$ cat config.mk
export PLATFORM = sky130hd
export DESIGN_NAME = nand_target_emu_flat
export DESIGN_NICKNAME = d
export VERILOG_FILES = /design/src/rtl/nand_target_emu_if.sv /design/src/rtl/nand_target_emu.sv /design/src/flat_wrapper.sv
export SDC_FILE = /design/constraint.sdc
export NUM_CORES = 1
export LEC_CHECK = 0
export ABC_AREA = 0
export BUFFER_PORTS_ARGS = -buffer_cell sky130_fd_sc_hd__buf_2
export CORE_MARGIN = 1
export CORE_UTILIZATION = 60
export DETAILED_ROUTE_END_ITERATION = 10
export PLACE_DENSITY = 0.82
export RECOVER_POWER = 25
export REMOVE_ABC_BUFFERS = 1
export SLEW_MARGIN = 10
export SYNTH_ARGS = -nofsm -noshare
export SYNTH_HDL_FRONTEND = slang
export SYNTH_SLANG_ARGS = --single-unit
export TNS_END_PERCENT = 10
$ cat constraint.sdc
create_clock -name v_clk0 -period 14.3 [get_ports v_clk0]
set_input_delay 2.86 -clock v_clk0 [delete_from_list [all_inputs] [get_ports v_clk0]]
set_output_delay 2.86 -clock v_clk0 [all_outputs]
set_load 0.02 [all_outputs]
$ cat src/rtl/nand_target_emu_if.sv
// NAND async bus bundle between a controller PHY (master) and the target emulator (slave).
interface nand_target_emu_if;
    logic       v_cen;
    logic       v_cle;
    logic       v_ale;
    logic       v_wen;
    logic       v_ren;
    logic       v_wpn;
    logic [7:0] v_dq_in;
    logic [7:0] v_dq_out;
    logic       v_dq_oe;
    logic       v_rbn;

    modport master (
        output v_cen, v_cle, v_ale, v_wen, v_ren, v_wpn, v_dq_in,
        input  v_dq_out, v_dq_oe, v_rbn
    );

    modport slave (
        input  v_cen, v_cle, v_ale, v_wen, v_ren, v_wpn, v_dq_in,
        output v_dq_out, v_dq_oe, v_rbn
    );
endinterface

$ cat src/rtl/nand_target_emu.sv
// Cycle-sampled NAND flash target (ONFI async subset): decodes CLE/ALE/WE#/RE# on v_clk0,
// holds a small page array and drives DQ and R/B#.
//   state      | meaning
//   IDLE       | waiting for a command
//   ADDR       | collecting address cycles for READ / PROGRAM / READ ID
//   DATA_IN    | PROGRAM data cycles fill the page buffer
//   BUSY       | R/B# low, busy counter running
//   DATA_OUT   | page buffer streamed out on RE#
//   ID_OUT     | ID bytes streamed out on RE#
//   STATUS_OUT | status byte driven; RE# rise returns to the prior state
module nand_target_emu #(
    parameter int          PAGE_BYTES  = 16,
    parameter int          NUM_PAGES   = 4,
    parameter int          BUSY_CYCLES = 64,
    parameter logic [39:0] ID_BYTES    = 40'h00_00_A1_D3_2C
) (
    input  logic               v_clk0,
    input  logic               v_rstn0,
    nand_target_emu_if.slave   bus
);
    localparam int CW = (PAGE_BYTES > 1) ? $clog2(PAGE_BYTES) : 1;
    localparam int PW = (NUM_PAGES > 1) ? $clog2(NUM_PAGES) : 1;
    localparam int BW = $clog2(BUSY_CYCLES + 1);
    localparam logic [BW-1:0] BUSY_LOAD = BW'(BUSY_CYCLES);
    localparam logic [13:0]   SYNC_RST  = {1'b1, 1'b0, 1'b0, 1'b1, 1'b1, 1'b1, 8'h00};

    localparam logic [7:0] CMD_RESET   = 8'hFF;
    localparam logic [7:0] CMD_STATUS  = 8'h70;
    localparam logic [7:0] CMD_READ_ID = 8'h90;
    localparam logic [7:0] CMD_READ    = 8'h00;
    localparam logic [7:0] CMD_READ_GO = 8'h30;
    localparam logic [7:0] CMD_PROG    = 8'h80;
    localparam logic [7:0] CMD_PROG_GO = 8'h10;

    typedef enum logic [2:0] {
        S_IDLE, S_ADDR, S_DATA_IN, S_BUSY, S_DATA_OUT, S_ID_OUT, S_STATUS_OUT
    } state_t;

    typedef enum logic [1:0] {OP_READ, OP_PROG, OP_ID} op_t;

    logic [13:0]   sync1_q, sync1_d, sync2_q, sync2_d;
    logic          cen_s, cle_s, ale_s, wen_s, ren_s, wpn_s;
    logic [7:0]    dq_s;
    logic          wen_prev_q, wen_prev_d, ren_prev_q, ren_prev_d;
    logic          we_rise, re_rise;

    state_t        state_q, state_d, prior_q, prior_d;
    state_t        st_base, prior_base, exit_state;
    op_t           op_q, op_d;
    logic [1:0]    addr_cnt_q, addr_cnt_d;
    logic [CW-1:0] col_q, col_d;
    logic [PW-1:0] page_q, page_d;
    logic          fail_q, fail_d;
    logic          to_read_q, to_read_d;
    logic [2:0]    id_idx_q, id_idx_d;
    logic [BW-1:0] busy_cnt_q, busy_cnt_d;
    logic          busy_lock;
    logic [7:0]    pagebuf_q [PAGE_BYTES];
    logic [7:0]    pagebuf_d [PAGE_BYTES];
    logic [7:0]    array_q [NUM_PAGES][PAGE_BYTES];
    logic [7:0]    array_d [NUM_PAGES][PAGE_BYTES];
    logic [7:0]    dq_out_q, dq_out_d;
    logic          dq_oe_q, dq_oe_d;
    logic [7:0]    id_byte;

    function automatic logic [CW-1:0] col_inc(input logic [CW-1:0] c);
        return CW'((32'(c) + 32'd1) % PAGE_BYTES);
    endfunction

    always_comb begin
        sync1_d    = {bus.v_cen, bus.v_cle, bus.v_ale, bus.v_wen, bus.v_ren, bus.v_wpn, bus.v_dq_in};
        sync2_d    = sync1_q;
        wen_prev_d = wen_s;
        ren_prev_d = ren_s;
    end

    assign {cen_s, cle_s, ale_s, wen_s, ren_s, wpn_s, dq_s} = sync2_q;

    // A WE# edge in the same sample as an RE# edge wins; the RE# edge is dropped.
    assign we_rise = !cen_s && wen_s && !wen_prev_q;
    assign re_rise = !cen_s && ren_s && !ren_prev_q && !we_rise;

    always_comb begin
        state_d    = state_q;
        prior_d    = prior_q;
        op_d       = op_q;
        addr_cnt_d = addr_cnt_q;
        col_d      = col_q;
        page_d     = page_q;
        fail_d     = fail_q;
        to_read_d  = to_read_q;
        id_idx_d   = id_idx_q;
        busy_cnt_d = busy_cnt_q;
        pagebuf_d  = pagebuf_q;
        array_d    = array_q;
        exit_state = to_read_q ? S_DATA_OUT : S_IDLE;
        st_base    = state_q;
        prior_base = prior_q;

        // The counter keeps running while STATUS_OUT is parked on top of BUSY.
        if (busy_cnt_q != '0) begin
            busy_cnt_d = busy_cnt_q - 1'b1;
            if (busy_cnt_q == BW'(1)) begin
                if (state_q == S_BUSY) st_base = exit_state;
                if (prior_q == S_BUSY) prior_base = exit_state;
            end
        end
        state_d   = st_base;
        prior_d   = prior_base;
        busy_lock = (st_base == S_BUSY) || (st_base == S_STATUS_OUT && prior_base == S_BUSY);

        if (we_rise) begin
            if (cle_s && !ale_s) begin
                if (dq_s == CMD_RESET) begin
                    state_d    = S_BUSY;
                    busy_cnt_d = BUSY_LOAD;
                    to_read_d  = 1'b0;
                    fail_d     = 1'b0;
                end else if (dq_s == CMD_STATUS) begin
                    state_d = S_STATUS_OUT;
                    if (st_base != S_STATUS_OUT) prior_d = st_base;
                end else if (!busy_lock) begin
                    case (dq_s)
                        CMD_READ_ID: begin
                            state_d    = S_ADDR;
                            op_d       = OP_ID;
                            addr_cnt_d = 2'd0;
                        end
                        CMD_READ: begin
                            state_d    = S_ADDR;
                            op_d       = OP_READ;
                            addr_cnt_d = 2'd0;
                        end
                        CMD_PROG: begin
                            state_d    = S_ADDR;
                            op_d       = OP_PROG;
                            addr_cnt_d = 2'd0;
                            for (int i = 0; i < PAGE_BYTES; i++) pagebuf_d[i] = 8'hFF;
                        end
                        CMD_READ_GO: begin
                            if (st_base == S_ADDR && op_q == OP_READ && addr_cnt_q == 2'd2) begin
                                for (int i = 0; i < PAGE_BYTES; i++) pagebuf_d[i] = array_q[page_q][i];
                                state_d    = S_BUSY;
                                busy_cnt_d = BUSY_LOAD;
                                to_read_d  = 1'b1;
                            end else begin
                                state_d = S_IDLE;
                            end
                        end
                        CMD_PROG_GO: begin
                            if (st_base == S_DATA_IN) begin
                                if (wpn_s) begin
                                    for (int i = 0; i < PAGE_BYTES; i++) array_d[page_q][i] = pagebuf_q[i];
                                    fail_d = 1'b0;
                                end else begin
                                    fail_d = 1'b1;
                                end
                                state_d    = S_BUSY;
                                busy_cnt_d = BUSY_LOAD;
                                to_read_d  = 1'b0;
                            end else begin
                                state_d = S_IDLE;
                            end
                        end
                        default: state_d = S_IDLE;
                    endcase
                end
            end else if (ale_s && !cle_s) begin
                if (st_base == S_ADDR && op_q == OP_ID) begin
                    state_d  = S_ID_OUT;
                    id_idx_d = 3'd0;
                end else if (st_base == S_ADDR && addr_cnt_q == 2'd0) begin
                    col_d      = CW'(32'(dq_s) % PAGE_BYTES);
                    addr_cnt_d = 2'd1;
                end else if (st_base == S_ADDR && addr_cnt_q == 2'd1) begin
                    page_d     = PW'(32'(dq_s) % NUM_PAGES);
                    addr_cnt_d = 2'd2;
                    if (op_q == OP_PROG) state_d = S_DATA_IN;
                end else begin
                    state_d    = S_IDLE;
                    busy_cnt_d = '0;
                end
            end else if (!cle_s && !ale_s) begin
                if (st_base == S_DATA_IN) begin
                    pagebuf_d[col_q] = dq_s;
                    col_d            = col_inc(col_q);
                end else begin
                    state_d    = S_IDLE;
                    busy_cnt_d = '0;
                end
            end
        end else if (re_rise) begin
            case (st_base)
                S_STATUS_OUT: state_d = prior_base;
                S_DATA_OUT:   col_d   = col_inc(col_q);
                S_ID_OUT:     if (id_idx_q < 3'd5) id_idx_d = id_idx_q + 3'd1;
                default:      ;
            endcase
        end
    end

    assign id_byte = (id_idx_q < 3'd5) ? ID_BYTES[8*id_idx_q +: 8] : 8'h00;

    always_comb begin
        dq_oe_d = !cen_s && !ren_s && (state_q inside {S_DATA_OUT, S_ID_OUT, S_STATUS_OUT});
        case (state_q)
            S_DATA_OUT:   dq_out_d = pagebuf_q[col_q];
            S_ID_OUT:     dq_out_d = id_byte;
            S_STATUS_OUT: dq_out_d = {wpn_s, (busy_cnt_q == '0), 5'b0, fail_q};
            default:      dq_out_d = 8'h00;
        endcase
    end

    always_ff @(posedge v_clk0 or negedge v_rstn0) begin
        if (!v_rstn0) begin
            sync1_q    <= SYNC_RST;
            sync2_q    <= SYNC_RST;
            wen_prev_q <= 1'b1;
            ren_prev_q <= 1'b1;
            state_q    <= S_IDLE;
            prior_q    <= S_IDLE;
            op_q       <= OP_READ;
            addr_cnt_q <= 2'd0;
            col_q      <= '0;
            page_q     <= '0;
            fail_q     <= 1'b0;
            to_read_q  <= 1'b0;
            id_idx_q   <= 3'd0;
            busy_cnt_q <= '0;
            dq_out_q   <= 8'h00;
            dq_oe_q    <= 1'b0;
        end else begin
            sync1_q    <= sync1_d;
            sync2_q    <= sync2_d;
            wen_prev_q <= wen_prev_d;
            ren_prev_q <= ren_prev_d;
            state_q    <= state_d;
            prior_q    <= prior_d;
            op_q       <= op_d;
            addr_cnt_q <= addr_cnt_d;
            col_q      <= col_d;
            page_q     <= page_d;
            fail_q     <= fail_d;
            to_read_q  <= to_read_d;
            id_idx_q   <= id_idx_d;
            busy_cnt_q <= busy_cnt_d;
            dq_out_q   <= dq_out_d;
            dq_oe_q    <= dq_oe_d;
        end
    end

    // Storage carries no reset: array contents survive a reset and start undefined.
    always_ff @(posedge v_clk0) begin
        pagebuf_q <= pagebuf_d;
        array_q   <= array_d;
    end

    assign bus.v_dq_out = dq_out_q;
    assign bus.v_dq_oe  = dq_oe_q;
    assign bus.v_rbn    = (busy_cnt_q == '0);
endmodule
$ cat src/flat_wrapper.sv
// flat-port wrapper written by rule: the top's interface ports become plain ports
module nand_target_emu_flat 
#(
    parameter int          PAGE_BYTES  = 16,
    parameter int          NUM_PAGES   = 4,
    parameter int          BUSY_CYCLES = 64,
    parameter logic [39:0] ID_BYTES    = 40'h00_00_A1_D3_2C
)
  (v_clk0, v_rstn0, bus_v_cen, bus_v_cle, bus_v_ale, bus_v_wen, bus_v_ren, bus_v_wpn, bus_v_dq_in, bus_v_dq_out, bus_v_dq_oe, bus_v_rbn);
  nand_target_emu_if bus_i ();
  input  logic v_clk0;
  input  logic v_rstn0;
  input wire logic [$bits(bus_i.v_cen)-1:0] bus_v_cen;
  input wire logic [$bits(bus_i.v_cle)-1:0] bus_v_cle;
  input wire logic [$bits(bus_i.v_ale)-1:0] bus_v_ale;
  input wire logic [$bits(bus_i.v_wen)-1:0] bus_v_wen;
  input wire logic [$bits(bus_i.v_ren)-1:0] bus_v_ren;
  input wire logic [$bits(bus_i.v_wpn)-1:0] bus_v_wpn;
  input wire logic [$bits(bus_i.v_dq_in)-1:0] bus_v_dq_in;
  output wire logic [$bits(bus_i.v_dq_out)-1:0] bus_v_dq_out;
  output wire logic [$bits(bus_i.v_dq_oe)-1:0] bus_v_dq_oe;
  output wire logic [$bits(bus_i.v_rbn)-1:0] bus_v_rbn;
  assign bus_i.v_cen = bus_v_cen;
  assign bus_i.v_cle = bus_v_cle;
  assign bus_i.v_ale = bus_v_ale;
  assign bus_i.v_wen = bus_v_wen;
  assign bus_i.v_ren = bus_v_ren;
  assign bus_i.v_wpn = bus_v_wpn;
  assign bus_i.v_dq_in = bus_v_dq_in;
  assign bus_v_dq_out = bus_i.v_dq_out;
  assign bus_v_dq_oe = bus_i.v_dq_oe;
  assign bus_v_rbn = bus_i.v_rbn;
  nand_target_emu #(.PAGE_BYTES(PAGE_BYTES), .NUM_PAGES(NUM_PAGES), .BUSY_CYCLES(BUSY_CYCLES), .ID_BYTES(ID_BYTES)) u_core (.v_clk0(v_clk0), .v_rstn0(v_rstn0), .bus(bus_i));
endmodule
# Word level (Yosys, flattened, before mapping)
# Index checks and enable logic that the tools add are counted.
# totals
regBits	707
elab_cells	360
# classes
addsub	3
magnitude_cmp	5
n_eq_ne	43
shift	1
muxes	150
n_bitwise	8
n_reduce_logical	54
# ops
op	n
bitwise mux 512 bit	16
demux 128 bit (select 2 bit)	16
2-to-1 mux 128 bit	11
binary-select mux 128 bit (select 2 bit)	1
case mux 128 bit (2 select lines)	1
bitwise mux 128 bit	1
2-to-1 mux 120 bit	1
2-to-1 mux 112 bit	1
2-to-1 mux 104 bit	1
2-to-1 mux 3 bit	33
2-to-1 mux 7 bit	14
2-to-1 mux 96 bit	1
2-to-1 mux 88 bit	1
2-to-1 mux 80 bit	1
2-to-1 mux 72 bit	1
2-to-1 mux 64 bit	1
2-to-1 mux 56 bit	1
2-to-1 mux 48 bit	1
2-to-1 mux 40 bit	1
2-to-1 mux 8 bit	5
variable part select 40 x 7 -> 8 bit, first input constant	1
2-to-1 mux 4 bit	9
binary-select mux 8 bit (select 4 bit)	1
demux 8 bit (select 4 bit)	1
other kinds (49)	143

# Longest topological paths before layout
# Gate-level depths: netlist (run 1).
# logic_depth
word_depth	21
ltp_mapped	9
mapped_depth_nobuf	7

# Least setup slack after synthesis (run 1)
# No wires, ideal clock.
# synth_timing
path_kind	reg2reg
startpoint	register u_core.state_q[2]
endpoint	register u_core.array_q[256] in the netlist's numbering (enable)
setup_ps	799
arrival_time_ps	10950
required_time_ps	13501
path_slack_ps	2551
stages_incl_launch_ff	6
synth_period_minus_slack_ps	11749
path_cell_list	dfrtp_1 -> clkbuf_1 -> or4b_2 -> nor3_1 -> nand3_1 -> nor3b_1
# synth_between
elab_chain_cells	9
# synth_lines
element	line_no	rtl
start: declaration	nand_target_emu.sv:47	state_t state_q, state_d, prior_q, prior_d;
start signal: assignment	nand_target_emu.sv:237	state_q <= state_d;
== test 3 x 2 -> 1 bit	nand_target_emu.sv:104	if (state_q == S_BUSY) st_base = exit_state;
2-to-1 mux 3 bit	nand_target_emu.sv:104	
2-to-1 mux 3 bit	nand_target_emu.sv:103	if (busy_cnt_q == BW'(1)) begin
2-to-1 mux 3 bit *	nand_target_emu.sv:101	if (busy_cnt_q != '0) begin
== test 3 bit	nand_target_emu.sv:110	busy_lock = (st_base == S_BUSY) || (st_base == S_STATUS_OUT && prior_base == S_BUSY);
logical AND 1 bit	nand_target_emu.sv:110	
logical OR 1 bit	nand_target_emu.sv:110	
inverter 1 bit (no line)	--	
AND reduction 8 bit (no line) *	--	
end signal: assignment	nand_target_emu.sv:255	array_q <= array_d;
end: declaration	nand_target_emu.sv:60	logic [7:0] array_q [NUM_PAGES][PAGE_BYTES];
# Mark *: on every way between the ends. The rest lies on a longest branch, timed or not.
# A chain may end at the register's enable or synchronous reset.

# Worst setup path after layout (run 1)
# layout_timing
startpoint	register u_core.busy_cnt_q[4]
endpoint	output bus_v_rbn
# layout_between
elab_chain_cells	1
# layout_lines
element	line_no	rtl
start: declaration	nand_target_emu.sv:56	logic [BW-1:0] busy_cnt_q, busy_cnt_d;
start signal: assignment	nand_target_emu.sv:246	busy_cnt_q <= busy_cnt_d;
logical NOT 7 bit	nand_target_emu.sv:260	assign bus.v_rbn = (busy_cnt_q == '0);
end: declaration	flat_wrapper.sv:22	output wire logic [$bits(bus_i.v_rbn)-1:0] bus_v_rbn;
# Every way passes these cells.

==> results of run 1 <==
layer usage:
layer	GRT usage [%]	vias up	wire length, um
met4	9.81	0	1860
met1	38.9	8093	24900
met5	0	-	0
met3	5.65	141	6830
li1	-	6673	-
met2	39.9	1006	30000
flip-flops by register name (all words and copies together), names as in the netlist, 3 cells and up:
register,flops
u_core.bus.v_dq_out,8
u_core.col_q,4
u_core.busy_cnt_q,7
u_core.sync1_q,14
u_core.state_q,3
u_core.pagebuf_q,128
u_core.prior_q,3
u_core.id_idx_q,3
u_core.sync2_q,14
u_core.array_q,512
power by group:
| part | internal [mW] | switching, mW |
|---|---|---|
| registers | 2.26 | 0.0579 |
| logic | 0.166 | 0.235 |
| clock network | 1.08 | 0.751 |
| total | 3.50 | 1.04 |
area by class of cell:
type | count | area (um2)
flip-flops and latches | 707 | 20900
fillers | 2965 | 15800
well taps | 615 | 769
multi-input cells | 876 | 7560
inverters | 14 | 52.6
clock buffers | 84 | 1880
clock inverters | 35 | 382
repair buffers | 44 | 295
worst paths after layout:
kind                                                  end  cells after the start
setup / recovery                                bus_v_rbn                      4
hold / removal                u_core.sync2_q[8]$_DFF_PN1_                      0
setup reg to reg            u_core.array_q[114]$_DFFE_PP_                      6
hold reg to reg               u_core.sync2_q[8]$_DFF_PN1_                      0
max in group asynchronous    u_core.page_q[0]$_DFFE_PN0P_                      1
min in group asynchronous  u_core.busy_cnt_q[1]$_DFF_PN0_                      1
placed cells by master (no fill, tap or decap), types with 14 or more instances in the layout:
| master | instances |
|---|---|
| dfrtp_1 | 53 |
| nor2b_1 | 14 |
| clkbuf_16 | 72 |
| o21ai_0 | 43 |
| nor2_1 | 246 |
| inv_1 | 14 |
| buf_4 | 18 |
| mux4_2 | 160 |
| and3_1 | 18 |
| buf_2 | 24 |
| nand2_1 | 42 |
| and2_1 | 40 |
| a21oi_1 | 126 |
| o21a_1 | 19 |
| edfxtp_1 | 640 |
cells by family (layout without fill, tap and decap cells):
| group | after synthesis | count (layout) | share of synthesized area (%) |
|---|---|---|---|
| flops | 707 | 707 | 72.3 |
| simple gates | 430 | 430 | 6.95 |
| compound gates | 249 | 249 | 5.15 |
| mux | 178 | 178 | 13.1 |
| buf+inv | 130 | 177 | 1.78 |
| fa+ha+maj | 13 | 13 | 0.562 |
| xor+xnor | 6 | 6 | 0.182 |
per-stage QoR:
step / instance area (um2) / total power, mW / utilization, % / worst slack (ns)
after floorplan: 28500 / 2.60 / - / -2.88
after global placement: 29600 / 2.73 / 62.1 / 9.71
after detailed placement: 29600 / 2.74 / 62.1 / 9.68
after CTS: 31900 / 4.56 / 66.9 / 9.04
after global routing: 31900 / 4.67 / 66.9 / 8.97
final: 31900 / 4.55 / 66.9 / 9.07
==> impl_metrics.csv, run 1 <==
group,metric,value,unit
outcome,status,"finished, final reports clean",
detailed_routing,first_pass_iters,5,
timing,skew,0.0214,ns
floorplan,core_area,0.0476,mm2
global_route,grt_max_degree,129,
place,place_inst,2256,
flow_run,maxCapViolCount,0,
timing,rsz0062_at_grt,"false",
cts,cts_tree,"yes",
detailed_routing,drtIter0Drc,2276,
detailed_routing,wl_per_cell,26.8,um
layout,fin_nets,1742,
detailed_routing,wl,63600,um
pwr,ir_drop,0.0966,mV
global_route,antenna_found_initial,2,
pwr,p_leak,10.3,nW
synthesis,synth.area.top_cells,"edfxtp_1 66%, mux4_2 12%, dfrtp_1 4.9%, nor2_1 3.2%, a21oi_1 2.2%",
detailed_routing,antenna_left,0,
timing,slew_viol_final,0,
critical_path,path_buf_inv,2,
hold_path,holdCritPathClass,"register to register",
detailed_routing,vias_per_cell,6.70,
timing,worst_hold_slack,0.355,ns
critical_path,r2r_start,"u_core.sync2_q[4]$_DFF_PN0_",
place,numPortBuffers,25,
hold_path,min-delay-start,"u_core.sync1_q[8]$_DFF_PN1_",
synthesis,yosysMostFrequentCell,"edfxtp_1",
cts,post_cts_buffers,0,
critical_path,worstSetupEndpointType,"output port",
global_route,grt_pass1_wl,97200,um
synthesis,synth_seq_cells,707,
timing,setup_tns,0,ns
critical_path,crit_path_start_kind,"register",
layout,diodes,0,
synthesis,synth_area,0.0289,mm2
cts,clk_path_buf_depth,3,
critical_path,crit_chain,"or4_1 -> or3_1 -> inv_1 -> buf_2",
critical_path,crit_required,11.44,ns
synthesis,async_reset_ff_share,9.48,%
synthesis,yosys_warnings,0,
synthesis,syn_inst,1713,
cts,numCtsBuffers,70,
timing,fin_crit_sh,36.6,%
critical_path,path_delay_family,"simple AND/OR/NAND/NOR gates",
global_route,grt_pass1_vias,16000,
synthesis,synth_edf_count,640,
floorplan,die_area,0.0491,mm2
synthesis,yosys.area.top_type,"edfxtp_1",
global_route,grt_usage,26.5,%
timing,setup_viol,0,
cts,holdBufCountCts,0,
floorplan,die_w,222,um
timing,layout_min_cycle_time,5.23,ns
place,hpwl,35400,um
timing,slew_headroom,25.0,%
critical_path,cp-startpoint,"u_core.busy_cnt_q[4]$_DFF_PN0_",
cts,cts-root-buf,"clkbuf_16",
place,place.gp.congestion,0.858,
detailed_routing,drc,0,
global_route,gr-total-overflow,0,
timing,hold_violations,0,
floorplan,start_util,60.7,%
cts,worstSkewPairLatency,0.59,ns
synthesis,synth_top_area_share,66.4,%
layout,fin_cells,2375,
floorplan,rows,80,
cts,htree_levels,3,
critical_path,cp_slowest_cell,"or4_1",
synthesis,ys_types,68,
synthesis,synth.top_cells.by_count,"640 x edfxtp_1, 247 x nor2_1, 160 x mux4_2",
critical_path,critPathMaxFanout,9,
cts,cts_sinks,707,
layout,area_growth,10.1,%
pwr,pwr_density_cell,143,mW/mm2
critical_path,r2r_slack,9.71,ns
detailed_routing,via_count,15900,
critical_path,path_class,"register to output port",
critical_path,arrival,2.37,ns
timing,fmax,0.191,GHz
cts,cts.reportedPaths.clkPinSlew,0.06,ns
synthesis,synth_top_flop_cell,"edfxtp_1",
cts,cts_resized,0,
synthesis,ys_seq_area_share,72.3,%
layout,drive_above_1_share,19.8,%
timing,worst-slew-pin-transition,1.12,ns
floorplan,io_pins,26,
synthesis,synth.avg_cell_area,16.9,um2
floorplan,die_h,222,um
critical_path,slowest_delay,0.62,ns
Power figures use the tool's default switching activity.
==> run 2, diff against run 1 <==
--- a/config.mk
+++ b/config.mk
@@ -5,10 +5,10 @@
 export SDC_FILE = /design/constraint.sdc
 export NUM_CORES = 1
 export LEC_CHECK = 0
-export ABC_AREA = 0
+export ABC_AREA = 1
 export BUFFER_PORTS_ARGS = -buffer_cell sky130_fd_sc_hd__buf_2
 export CORE_MARGIN = 1
-export CORE_UTILIZATION = 60
+export CORE_UTILIZATION = 57
 export DETAILED_ROUTE_END_ITERATION = 10
 export PLACE_DENSITY = 0.82
 export RECOVER_POWER = 25
==> constraint.sdc (replaced) <==
create_clock -name v_clk0 -period 4.8 [get_ports v_clk0]
set_input_delay 0.96 -clock v_clk0 [delete_from_list [all_inputs] [get_ports v_clk0]]
set_output_delay 0.96 -clock v_clk0 [all_outputs]
set_load 0.02 [all_outputs]
==> impl_metrics.csv, run 2 <==
group,metric,value,unit
cts,cts_sinks,707,
critical_path,rr_endpoint,"u_core.pagebuf_q[100]$_DFFE_PP_",
timing,layout_min_cycle_time,3.31,ns
floorplan,die_w,228,um
critical_path,worstRegToRegCells,6,
synthesis,synth_area,0.0290,mm2
hold_path,min-delay-start,"u_core.sync1_q[11]$_DFF_PN0_",
pwr,pwr_density_cell,427,mW/mm2
detailed_routing,drc,0,
critical_path,path_buf_inv,1,
place,place.gp.congestion,0.926,
synthesis,syn_inst,2304,
layout,final_cell_mix,"640 x edfxtp_1, 305 x nand2_1, 287 x nand3_1",
layout,final_util,63.7,%
timing,skew,0.0366,ns
critical_path,crit_chain,"buf_4 -> ha_1 -> nand2_1 -> nor2_1 -> nor2_1 -> nor2_1",
layout,fin_cells,3003,
cts,numCtsBuffers,69,
layout,area_growth,10.1,%
hold_path,hold_depth,0,
cts,cts_tree,"yes",
pwr,p_leak,11.4,nW
floorplan,die_area,0.0518,mm2
critical_path,critPathMaxFanout,68,
detailed_routing,wl_per_cell,24.7,um
synthesis,yosysMostFrequentCell,"edfxtp_1",
place,placed_area,0.0297,mm2
layout,layout_commonest_cell,"edfxtp_1",
synthesis,synth_top_area_share,66.2,%
outcome,status,"finished, final reports clean",
critical_path,r2r_start,"u_core.col_q[0]$_DFFE_PN0P_",
layout,fin_nets,2311,
synthesis,synth_seq_cells,707,
timing,fin_crit_sh,68.9,%
critical_path,slowest_delay,0.76,ns
layout,regMostFlops,"u_core.array_q",
detailed_routing,antenna_left,0,
layout,largestRegisters,"u_core.array_q x512, u_core.pagebuf_q x128",
hold_path,holdPathEnd,"u_core.sync2_q[11]$_DFF_PN0_",
critical_path,crit_path_start_kind,"register",
critical_path,crit_required,5.03,ns
floorplan,core_area,0.0502,mm2
critical_path,r2r_slack,1.49,ns
synthesis,synth_top_flop_cell,"edfxtp_1",
floorplan,start_util,57.8,%
synthesis,ys_seq_area_share,72.1,%
place,place_inst,2883,
place,numPortBuffers,25,
critical_path,worstSetupEndpointType,"register",
global_route,grt_pass1_wl,113000,um
floorplan,io_pins,26,
layout,fin_area,0.0319,mm2
detailed_routing,via_count,19900,
critical_path,arrival,3.53,ns
detailed_routing,first_pass_iters,6,
timing,fmax,0.302,GHz
timing,rsz0062_at_grt,"false",
detailed_routing,vias_per_cell,6.63,
timing,slew_viol_final,0,
cts,holdBufCountCts,0,
global_route,grt_max_degree,129,
cts,cts.reportedPaths.clkPinSlew,0.07,ns
layout,largest_reg_flops,512,
synthesis,yosys_warnings,0,
pwr,ir_drop,0.313,mV
timing,setup_viol,0,
timing,worst-slew-pin-transition,1.16,ns
global_route,antenna_found_initial,0,
cts,cts-root-buf,"clkbuf_16",
cts,cts_resized,0,
detailed_routing,drtIter0Drc,3137,
floorplan,die_h,228,um
flow_run,maxCapViolCount,0,
cts,worstSkewPairLatency,0.61,ns
floorplan,rows,82,
timing,worst_hold_slack,0.348,ns
timing,hold_violations,0,
critical_path,path_common_cell,"nor2_1",
layout,drive_above_1_share,8.67,%
synthesis,ys_types,38,
synthesis,yosys.area.top_type,"edfxtp_1",
critical_path,path_class,"register to register",
cts,clk_path_buf_depth,3,
global_route,gr-total-overflow,0,
detailed_routing,wl,74200,um
timing,slew_headroom,22.8,%
cts,htree_levels,3,
synthesis,synth_edf_count,640,
critical_path,path_delay_family,"simple AND/OR/NAND/NOR gates",
hold_path,holdCritPathClass,"register to register",
layout,diodes,0,
synthesis,synth.area.top_cells,"edfxtp_1 66%, nand3_1 5.0%, dfrtp_1 4.9%, nand2_1 3.9%, a22o_1 3.9%",
place,hpwl,40500,um
cts,post_cts_buffers,0,
synthesis,synth.avg_cell_area,12.6,um2
layout,fillers,3420,
synthesis,synth.top_cells.by_count,"640 x edfxtp_1, 305 x nand2_1, 288 x nand3_1",
global_route,grt_pass1_vias,19500,
critical_path,cp_slowest_cell,"nor2_1",
global_route,grt_usage,29.2,%
synthesis,async_reset_ff_share,9.48,%
==> run 2: stage by stage <==
stage / total power [mW] / worst slack [ns] / setup TNS [ns]
floorplan: 7.73 / -17.79 / -8819.76
global placement: 8.31 / 1.63 / 0
detailed placement: 8.34 / 1.62 / 0
CTS: 13.6 / 1.61 / 0
global route: 13.9 / 1.37 / 0
finish: 13.6 / 1.49 / 0
==> run 2: worst max path at each step <==
stage                                 endpoint                      startpoint  cells after the start
2_1_floorplan    u_core.array_q[256]$_DFFE_PP_    u_core.page_q[0]$_DFFE_PN0P_                      4
3_3_place_gp   u_core.pagebuf_q[100]$_DFFE_PP_     u_core.col_q[0]$_DFFE_PN0P_                      6
3_5_place_dp     u_core.array_q[353]$_DFFE_PP_  u_core.busy_cnt_q[0]$_DFF_PN0_                     11
4_1_cts          u_core.array_q[361]$_DFFE_PP_  u_core.busy_cnt_q[0]$_DFF_PN0_                     11
5_1_grt          u_core.array_q[360]$_DFFE_PP_  u_core.busy_cnt_q[0]$_DFF_PN0_                     11
6_report       u_core.pagebuf_q[100]$_DFFE_PP_     u_core.col_q[0]$_DFFE_PN0P_                      6
==> run 2: layer usage <==
layer	GRT usage [%]	part of all wire, %	vias to the layer above
met2	45.8	47	1648
li1	-	-	8527
met4	14.0	4.5	0
met1	39.4	36	9487
met3	5.94	13	249
met5	0	0	-
==> run 2: final cells by class <==
cell class	instances	area [um2]	share of cell area, %
clock buffers	90	1890	5.92
clock inverters	30	299	0.936
inverters	102	388	1.21
multi-input cells	1340	7120	22.3
flip-flops and latches	707	20900	65.5
well taps	672	841	2.63
repair buffers	62	478	1.50
==> run 2: cell families after synthesis <==
group	after synthesis	synth area share [%]
AND/OR/NAND/NOR	915	14.2
flip-flops	707	72.1
AO/OA/AOI/OAI	406	9.41
buffers and inverters	257	3.55
adder cells (fa/ha/maj)	13	0.561
XOR/XNOR	6	0.181
==> run 2: power by group <==
group	internal (mW)	total, mW	switching [mW]
Sequential	6.73	6.82	0.0875
Clock	3.09	5.32	2.23
Combinational	0.384	1.48	1.10
==> run 3, diff against run 2 <==
--- a/config.mk
+++ b/config.mk
@@ -5,10 +5,10 @@
 export SDC_FILE = /design/constraint.sdc
 export NUM_CORES = 1
 export LEC_CHECK = 0
-export ABC_AREA = 1
+export ABC_AREA = 0
 export BUFFER_PORTS_ARGS = -buffer_cell sky130_fd_sc_hd__buf_2
 export CORE_MARGIN = 1
-export CORE_UTILIZATION = 57
+export CORE_UTILIZATION = 60
 export DETAILED_ROUTE_END_ITERATION = 10
 export PLACE_DENSITY = 0.82
 export RECOVER_POWER = 25
==> constraint.sdc (replaced) <==
create_clock -name v_clk0 -period 3.36 [get_ports v_clk0]
set_input_delay 0.672 -clock v_clk0 [delete_from_list [all_inputs] [get_ports v_clk0]]
set_output_delay 0.672 -clock v_clk0 [all_outputs]
set_load 0.02 [all_outputs]
==> impl_metrics.csv, run 3 (synthesis gave the netlist of run 1 again) <==
group,metric,value,unit
pwr,p_leak,10.6,nW
timing,slew_headroom,-15.9,%
layout,largestRegisters,"u_core.array_q x512, u_core.pagebuf_q x128",
timing,worst-slew-pin-transition,1.74,ns
critical_path,arrival,2.48,ns
cts,holdBufCountCts,0,
critical_path,worstRegToRegCells,7,
layout,largest_reg_flops,512,
floorplan,io_pins,26,
layout,diodes,0,
critical_path,path_class,"register to output port",
detailed_routing,first_pass_iters,6,
timing,skew,0.0267,ns
timing,setup_viol,0,
timing,rsz0062_at_grt,"false",
global_route,antenna_found_initial,0,
detailed_routing,antenna_left,0,
detailed_routing,drtIter0Drc,2674,
place,place_inst,2308,
detailed_routing,wl,68400,um
cts,cts_sinks,707,
cts,cts_tree,"yes",
detailed_routing,vias_per_cell,6.76,
timing,fin_crit_sh,93.8,%
floorplan,rows,80,
pwr,ir_drop,0.468,mV
critical_path,crit_path_start_kind,"register",
layout,fin_cells,2435,
critical_path,critPathMaxFanout,9,
critical_path,r2r_start,"u_core.state_q[2]$_DFF_PN0_",
place,placed_area,0.0301,mm2
pwr,pwr_density_cell,591,mW/mm2
pwr,power,19.1,mW
place,place.gp.congestion,0.885,
global_route,gr-total-overflow,0,
pwr,p_clk_share,39.4,%
floorplan,die_area,0.0491,mm2
cts,clk_path_buf_depth,3,
floorplan,die_w,222,um
critical_path,worstSetupEndpointType,"output port",
timing,layout_min_cycle_time,3.15,ns
layout,layout_commonest_cell,"edfxtp_1",
timing,fmax,0.317,GHz
timing,worst_hold_slack,0.158,ns
place,hpwl,41200,um
cts,cts_resized,0,
critical_path,crit_required,2.69,ns
layout,final_cell_mix,"640 x edfxtp_1, 246 x nor2_1, 160 x mux4_2",
layout,fin_area,0.0323,mm2
floorplan,die_h,222,um
hold_path,min-delay-start,"bus_v_ren",
cts,numCtsBuffers,70,
pwr,intPower,14.7,mW
cts,cts-root-buf,"clkbuf_16",
global_route,grt_usage,28.4,%
flow_run,maxCapViolCount,1,
floorplan,start_util,60.7,%
pwr,p_sw,4.45,mW
critical_path,rr_endpoint,"u_core.array_q[291]$_DFFE_PP_",
global_route,grt_pass1_wl,103000,um
detailed_routing,wl_per_cell,28.1,um
outcome,status,"complete, but fails checks",
hold_path,hold_depth,1,
layout,drive_above_1_share,21.7,%
layout,area_growth,11.8,%
global_route,grt_max_degree,94,
pwr,sw_frac_of_total,23.3,%
timing,slew_viol_final,68,
cts,cts.reportedPaths.clkPinSlew,0.06,ns
hold_path,holdCritPathClass,"primary input to register",
hold_path,holdPathEnd,"u_core.sync1_q[9]$_DFF_PN1_",
outcome,violations,"max-capacitance violations, max-slew violations",
critical_path,r2r_slack,0.25,ns
timing,hold_violations,0,
pwr,seq_power_share,51.3,%
cts,htree_levels,3,
cts,worstSkewPairLatency,0.62,ns
layout,final_util,67.9,%
detailed_routing,via_count,16500,
place,numPortBuffers,25,
layout,fin_nets,1795,
layout,regMostFlops,"u_core.array_q",
global_route,grt_pass1_vias,16500,
detailed_routing,drc,0,
pwr,combPwrFrac,9.2,%
floorplan,core_area,0.0476,mm2
-- run 3: changes by cell type in the layout (fill, tap and decap cells not counted), moves of 40 or more --
cell / delta
o21ai_0: -42
o22ai_1: -159
a22o_1: -129
nand3_1: -279
nand2_1: -263
nor3_1: -124
inv_1: -78
and2_1: +40
mux4_2: +160
a21oi_1: +110
nor2_1: +99
-- run 3: layout make-up --
class	instances	area (um2)
Multi-Input combinational cell	876	7560
Inverter	14	52.6
Timing Repair Buffer	97	841
Tap cell	615	769
Fill cell	2879	15300
Sequential cell	707	20900
Clock buffer	95	1960
Clock inverter	31	236
-- run 3: what timing repair did --
item                       CTS  global route
pin swaps                    1             1
setup buffers                0             1
setup endpoints to repair   40           128
-- run 3: critical path: stages, from the launching register on --
cell,delay [ns]
dfrtp_1,0.41
or4_1,0.57
buf_4,0.17
or3_1,0.47
inv_1,0.09
buf_2,0.16
-- run 3: stage by stage --
step,setup slack [ns],TNS (ns)
finish,0.207,0
global route,0.0858,0
CTS,0.0113,0
detailed placement,-0.0192,-0.558
global placement,0.0552,0
floorplan,-13.82,-5975.30
-- run 3: layer usage --
layer	wire length (um)	global-route usage, %
met5	0	0
met4	2560	12.0
met3	7610	5.78
met2	32100	43.7
met1	26100	40.2
-- run 3: power by group through the flow --
stage	logic (mW)	registers [mW]	clock network (mW)
floorplan	1.05	10.0	0
global placement	1.64	9.98	0
detailed placement	1.70	9.99	0
CTS	1.73	9.81	7.61
global route	1.86	9.82	7.91
finish	1.76	9.81	7.54
-- run 3: worst max path at each step --
stage,start,end,cells past startpoint
floorplan,u_core.page_q[0]$_DFFE_PN0P_,u_core.array_q[384]$_DFFE_PP_,1
global placement,u_core.busy_cnt_q[0]$_DFF_PN0_,u_core.pagebuf_q[44]$_DFFE_PP_,7
detailed placement,u_core.busy_cnt_q[1]$_DFF_PN0_,u_core.pagebuf_q[83]$_DFFE_PP_,7
CTS,u_core.busy_cnt_q[1]$_DFF_PN0_,u_core.pagebuf_q[36]$_DFFE_PP_,7
global route,u_core.state_q[1]$_DFF_PN0_,u_core.array_q[291]$_DFFE_PP_,7
finish,u_core.busy_cnt_q[4]$_DFF_PN0_,bus_v_rbn,5
